File: config.mk
export PLATFORM = sky130hd
export DESIGN_NAME = rr_arbiter8
export DESIGN_NICKNAME = d
export VERILOG_FILES = /design/src/rtl/rr_arbiter8.sv
export SDC_FILE = /design/constraint.sdc
export NUM_CORES = 1
export LEC_CHECK = 0
export CAP_MARGIN = 20
export CORE_MARGIN = 2
export CORE_UTILIZATION = 60
export DETAILED_ROUTE_END_ITERATION = 7
export GPL_TIMING_DRIVEN = 0
export PLACE_DENSITY_LB_ADDON = 0.12
export SLEW_MARGIN = 5
export SYNTH_ARGS = -nofsm -noshare
export SYNTH_HDL_FRONTEND = slang
export SYNTH_SLANG_ARGS = --single-unit
export TNS_END_PERCENT = 100
File: constraint.sdc
create_clock -name clk -period 5.4 [get_ports clk]
set_clock_uncertainty 0.05 [all_clocks]
set_input_delay 0.54 -clock clk [delete_from_list [all_inputs] [get_ports clk]]
set_output_delay 0.54 -clock clk [all_outputs]
set_load 0.1 [all_outputs]
File: src/rtl/rr_arbiter8.sv
// Round-robin arbiter: one-hot grant held while the winner keeps requesting,
// rotating priority pointer advanced on release. Optional grant timeout via RR_ARB_TIMEOUT_EN.
module rr_arbiter8 #(
    parameter int N        = 8,
    parameter int IDW      = 3,
    parameter int MAX_HOLD = 16
) (
    input  logic           clk,
    input  logic           rst_n,
    input  logic [N-1:0]   req,
    output logic [N-1:0]   gnt,
    output logic [IDW-1:0] gnt_id,
    output logic           gnt_valid,
    output logic           timeout
);

    typedef enum logic {IDLE, GRANT} state_t;

    localparam logic [IDW:0] N_W = (IDW+1)'(N);

    if (N < 2 || N > 8 || IDW != $clog2(N) || MAX_HOLD < 2) begin : g_bad_params
        $error("rr_arbiter8: inconsistent parameters N/IDW/MAX_HOLD");
    end

    // (a + b) mod N, where a < N and b < N so one conditional subtract suffices
    function automatic logic [IDW-1:0] wrap_add(input logic [IDW-1:0] a, input logic [IDW:0] b);
        logic [IDW:0] s;
        s = {1'b0, a} + b;
        if (s >= N_W) s = s - N_W;
        return s[IDW-1:0];
    endfunction

    state_t         state_q, state_d;
    logic [IDW-1:0] ptr_q, ptr_d;
    logic [N-1:0]   gnt_q, gnt_d;
    logic [IDW-1:0] gnt_id_q, gnt_id_d;
    logic           gnt_valid_q, gnt_valid_d;

    logic [IDW-1:0] rot_idx [N];
    logic [N-1:0]   rot_req;
    logic [IDW-1:0] win_idx;
    logic [IDW-1:0] next_ptr;

    // rot_req[k] is the request of the requester k places after ptr
    for (genvar gi = 0; gi < N; gi++) begin : g_rot
        assign rot_idx[gi] = wrap_add(ptr_q, (IDW+1)'(gi));
        assign rot_req[gi] = req[rot_idx[gi]];
    end

    always_comb begin
        win_idx = '0;
        for (int i = N - 1; i >= 0; i--) begin
            if (rot_req[i]) win_idx = rot_idx[i];
        end
    end

    assign next_ptr = (gnt_id_q == IDW'(N - 1)) ? '0 : gnt_id_q + IDW'(1);

`ifdef RR_ARB_TIMEOUT_EN
    localparam int HCW = (MAX_HOLD > 2) ? $clog2(MAX_HOLD) : 1;
    logic [HCW-1:0] hcnt_q, hcnt_d;
    logic           timeout_q, timeout_d;
`endif

    always_comb begin
        state_d     = state_q;
        ptr_d       = ptr_q;
        gnt_d       = gnt_q;
        gnt_id_d    = gnt_id_q;
        gnt_valid_d = gnt_valid_q;
`ifdef RR_ARB_TIMEOUT_EN
        hcnt_d      = hcnt_q;
        timeout_d   = 1'b0;
`endif
        case (state_q)
            IDLE: begin
                if (|req) begin
                    gnt_d          = '0;
                    gnt_d[win_idx] = 1'b1;
                    gnt_id_d       = win_idx;
                    gnt_valid_d    = 1'b1;
                    state_d        = GRANT;
`ifdef RR_ARB_TIMEOUT_EN
                    hcnt_d         = '0;
`endif
                end
            end
            GRANT: begin
                if (!req[gnt_id_q]) begin
                    gnt_d       = '0;
                    gnt_id_d    = '0;
                    gnt_valid_d = 1'b0;
                    ptr_d       = next_ptr;
                    state_d     = IDLE;
`ifdef RR_ARB_TIMEOUT_EN
                end else if (hcnt_q == HCW'(MAX_HOLD - 1)) begin
                    // Revoke: the holder keeps requesting and competes again from IDLE
                    gnt_d       = '0;
                    gnt_id_d    = '0;
                    gnt_valid_d = 1'b0;
                    ptr_d       = next_ptr;
                    state_d     = IDLE;
                    timeout_d   = 1'b1;
                end else begin
                    hcnt_d      = hcnt_q + HCW'(1);
`endif
                end
            end
            default: state_d = IDLE;
        endcase
    end

    always_ff @(posedge clk or negedge rst_n) begin
        if (!rst_n) begin
            state_q     <= IDLE;
            ptr_q       <= '0;
            gnt_q       <= '0;
            gnt_id_q    <= '0;
            gnt_valid_q <= 1'b0;
`ifdef RR_ARB_TIMEOUT_EN
            hcnt_q      <= '0;
            timeout_q   <= 1'b0;
`endif
        end else begin
            state_q     <= state_d;
            ptr_q       <= ptr_d;
            gnt_q       <= gnt_d;
            gnt_id_q    <= gnt_id_d;
            gnt_valid_q <= gnt_valid_d;
`ifdef RR_ARB_TIMEOUT_EN
            hcnt_q      <= hcnt_d;
            timeout_q   <= timeout_d;
`endif
        end
    end

    assign gnt       = gnt_q;
    assign gnt_id    = gnt_id_q;
    assign gnt_valid = gnt_valid_q;
`ifdef RR_ARB_TIMEOUT_EN
    assign timeout   = timeout_q;
`else
    assign timeout   = 1'b0;
`endif

endmodule
## After elaboration in Yosys (flattened, before gate mapping)

Cells that the tools add are included.

- Word-level logic and storage cells: 98
- Output and inout bits: 13
- Bits in latches: 0
- Bits in registers: 16
- Bits of input ports: 10
- Memory bits (writable): 0
- Memories: 0
- Memory bits (read-only): 0

- Eq/ne operators: 3
- Shifts and indexed selects: 0
- Add/subtract/negate cells: 16
- Multiplexer cells: 49
- Bitwise gates (word level): 2
- Div/mod/pow operators: 0
- $lt $le $gt $ge: 19
- Multipliers: 0
- Reductions and logical operators: 4

Operators with widths:

| kind | number |
|---|---|
| $mux 3 | 19 |
| $lt 3x4->1 const B | 10 |
| $ge 4x4->1 const B | 7 |
| $bmux 1 s3 | 9 |
| $sub 3x1->3 const B | 8 |
| $add 3x3->4 const B | 4 |
| $mux 8 | 2 |
| $pmux 8 s2 | 1 |
| $mux 1 | 14 |
| $add 3x2->4 const B | 2 |
| $reduce_or 8->1 | 1 |
| $pmux 3 s2 | 1 |
| $add 3x1->4 const B | 1 |
| $ge 3x4->1 const B | 1 |
| $ne 2x2->1 const B | 2 |
| $pmux 1 s2 | 2 |
| $reduce_and 2->1 | 2 |
| $add 3x1->3 const B | 1 |
| $demux 1 s3 | 1 |
| $eq 3x3->1 const B | 1 |
| $ge 3x1->1 const B | 1 |
| $not 1->1 | 2 |
| $logic_and 1x1->1 | 1 |

## Logic depth before layout (Yosys ltp)

- Depth after elaboration: 19
- Mapped depth: 12
- Depth with buffers taken out: 9

## Least setup slack after synthesis

OpenSTA, ideal clock, no wires.

- Path type: register to register
- Start: reg ptr_q[1]
- End: reg gnt_q[1] (netlist: gnt[1])
- Slack: 1816 ps
- Clock period less this slack: 3584 ps
- Cell stages (with the launch flop): 12
- Arrival time: 3411 ps
- Cell sequence: dfrtp_1 -> clkbuf_1 -> clkbuf_1 -> inv_1 -> ha_1 -> mux4_1 -> mux2_4 -> a22oi_2 -> a311oi_1 -> or4_1 -> and2_4 -> a32o_1

- Cells in the longest elaborated chain, start to end: 19
- Elaborated cells between the ends (all ways): 62
- Classes of those cells: add/sub (15); order compare (10); mux (36); reduce/logical (1)

Ends and longest elaborated chain:

| what | RTL line | RTL |
|---|---|---|
| start: declaration | 34 | `logic [IDW-1:0] ptr_q, ptr_d;` |
| start signal: assignment | 126 | `ptr_q <= ptr_d;` |
| $add 3x3->4 | 28 | `s = {1'b0, a} + b;` |
| $ge 4x4->1 / $sub 3x1->3 (equally long branches) | 29 | `if (s >= N_W) s = s - N_W;` |
| $mux 3 | 29 |  |
| $bmux 1 s3 | 47 | `assign rot_req[gi] = req[rot_idx[gi]];` |
| $mux 1 (implied by the code) | 47 |  |
| $mux 3 (7 in series) | 53 | `if (rot_req[i]) win_idx = rot_idx[i];` |
| $mux 3 (*) | 53 |  |
| $lt 3x4->1 (implied by the code) / $ge 3x1->1 (equally long branches) | 79 | `gnt_d[win_idx] = 1'b1;` |
| $logic_and 1x1->1 (implied by the code) | 79 |  |
| $mux 1 (implied by the code) | 79 |  |
| $demux 1 s3 (*) | 79 |  |
| $mux 8 (*) | 77 | `if (\|req) begin` |
| $pmux 8 s2 (*) | 75 | `case (state_q)` |
| end signal: assignment | 127 | `gnt_q <= gnt_d;` |
| end: declaration | 35 | `logic [N-1:0] gnt_q, gnt_d;` |

Every way passes the cells marked *; elsewhere a longest branch is shown, timed or not. The select of a mux whose other input is x is not followed.
A chain may end at the register's enable or synchronous reset.

## Worst setup path after layout

- Start: reg ptr_q[1]
- End: reg gnt_q[7] (netlist: gnt[7])

The elaborated chain is that of the path after synthesis.

==> metrics.cfg <==
[logic_synthesis]
ys_warn_count = 0
async_flop_share_pct = 100
synth_area_leader_cell = dfrtp_1
synth_top_area_share_pct = 23.5
synth_edf_count = 0
synth-seq-cells = 16
syn_area_um2 = 1700
yosysMostFrequentCell = nand2_1
syn_avg_cell_area_um2 = 10.1
synthCells = 169
ys_types = 49
ys.flop_type = dfrtp_1
synth_area_leaders = dfrtp_1 (24%), mux4_1 (12%), mux2i_1 (7.1%)
synth_fp_nets = 183
yosysSeqAreaShare_pct = 23.5
synth_common_cells = nand2_1 (23), dfrtp_1 (16), mux2i_1 (12), nor2_1 (12), a21oi_1 (10)

[routing]
num_vias = 1587
first_iter_violations = 122
vias_per_cell = 7.08
wl_um = 4290
wire_per_inst_um = 19.1
drtAntennaViolNets = 0
drtPass1Iterations = 4
post-route-drc-count = 0

[sta]
finalHoldViolCount = 0
rsz0062_at_grt = no
hold_ws_ps = 453
setup-violations-final = 0
fin_crit_sh_pct = 79.1
slew_headroom_pct = 34.7
fmax_mhz = 234
tns_ps = 0
drv_slew = 0
period_needed_ps = 4270
worst_pin_slew_ps = 976

[global_route]
track_usage_pct = 27.9
gr-usage-met3_pct = 2.27
grt-ovfl-total = 0
grt_max_degree = 17
top_usage_layer = met2
grt_pass1_wl_um = 7140
met1_usage_pct = 36.4
antenna_found_initial = 0
grt_pass1_vias = 1504
use_met2_pct = 46.8

[run]
max-cap-violations = 0

[setup_path]
crit_cells = 11
critPathLaunchType = register
crit_path_end = gnt[7]
cp-end-kind = register
worstReg2RegEnd = gnt[7]
path_max_fanout = 10
path_common_cell = clkbuf_1
crit_chain = clkbuf_1 -> clkbuf_1 -> inv_1 -> ha_1 -> mux4_1 -> mux2_4 -> a22oi_2 -> a311oi_1 -> or4_1 -> and2_4 -> a32o_1
max_stage_delay_ps = 690
r2r-start = ptr_q[1]
required_ps = 5530
crit_path_top_delay_cell = mux4_1
rr_worst_depth = 11
cp.arrival_ps = 4400
critPathBufInv = 3
cp-startpoint = ptr_q[1]
regToRegSetupSlack_ps = 1130
critical-path-top-delay-family = multiplexers
path_class = register to register

[cts]
root_buffer = clkbuf_4
cts_sinks = 16
cts_tree = built
cts_made_buffers = 3
ctsHoldBuffers = 0
cts.reportedPaths.clkPinSlew_ps = 80
clockBufferDepth = 2
cts_setup_buffers = 0
worstSkewPairLatency_ps = 290
post_cts_resized = 0
h-tree-depth = 1

[floorplanning]
core_area_um2 = 2730
die_w_um = 57.3
io-pin-count = 23
chipHeight_um = 57.3
initial_core_util_pct = 62.2
row_count = 19
die_area_um2 = 3280

[placed_design]
gp_congestion = 0.915
port-buffer-count = 21
hpwl_um = 3280

[layout]
antenna_cells = 0
drive_gt1_share_pct = 17.1
nets = 209
synthToLayoutAreaGrowth_pct = 16.0

[outcome]
status = complete, no violations

[worst_hold_path]
min_path_type = register to register

-- metal layers --
metal	wire length, um	share of wire, %	vias up
li1	-	-	717
met1	1770	41	787
met3	238	5.6	16
met4	142	3.3	0
met2	2130	50	67
met5	0	0	-
-- sequential cells by signal, indices dropped and copies added (netlist names) --
register,flops
gnt,8
gnt_valid,1
ptr_q,3
state_q,1
gnt_id,3
-- through the flow --
step / worst slack, ps / instances / util (%) / area (um2)
3_3_place_gp: 1330 / 221 / 71.4 / 1950
3_5_place_dp: 1230 / 221 / 71.4 / 1950
6_report: 1130 / 224 / 72.2 / 1970
5_1_grt: 984 / 224 / 72.2 / 1970
4_1_cts: 1200 / 224 / 72.2 / 1970
2_1_floorplan: 1820 / 169 / - / 1700
-- layout make-up --
class                      count  area (um2)
fill                         212         761
multi-input combinational    138        1170
inverter                       4        15.0
sequential                    16         400
buffer                        11         113
timing repair buffer          21         210
clock buffer                   3        22.5
tap                           31        38.8
-- how the worst min path moves through the flow --
stage                start     end  slack (ps)  cells after the start
finish              gnt[3]  gnt[3]         450                      1
global route        gnt[3]  gnt[3]         470                      1
CTS                 gnt[3]  gnt[3]         460                      1
detailed placement  gnt[0]  gnt[0]         440                      1
global placement    gnt[2]  gnt[2]         430                      1
floorplan            rst_n  gnt[0]         190                      0
-- logic make-up after synthesis --
kind of cell,Yosys count,synth area share (%)
buffers and inverters,15,7.50
multiplexers,31,28.9
XOR/XNOR,2,1.03
other,1,0.220
flip-flops,16,23.5
adder cells (fa/ha/maj),4,2.94
AND/OR/NAND/NOR,56,16.4
AO/OA/AOI/OAI,44,19.5
-- placed cells by master, fill, tap and decap left out, types with 2 or more instances in the layout --
master           instances
o22ai_1                  3
clkdlybuf4s50_1         21
clkbuf_4                 3
mux4_1                   8
clkbuf_8                 4
inv_1                    4
o21ai_0                  5
nor4_1                   2
clkbuf_1                 2
mux2_2                   7
nor3_1                   2
dfrtp_1                 16
a32o_1                   8
ha_1                     4
nor2_1                  12
nand2_1                 23
a31oi_1                  3
mux4_2                   3
a21oi_1                 10
and3_1                   2
mux2i_1                 12
o22a_2                   2
o211ai_1                 2
buf_6                    3
nand2b_1                 3
o32ai_1                  2
a31o_2                   2
xor2_1                   2
Power is not shown: default switching activity piles up to over one toggle a cycle in this logic, so the estimate is an artifact.
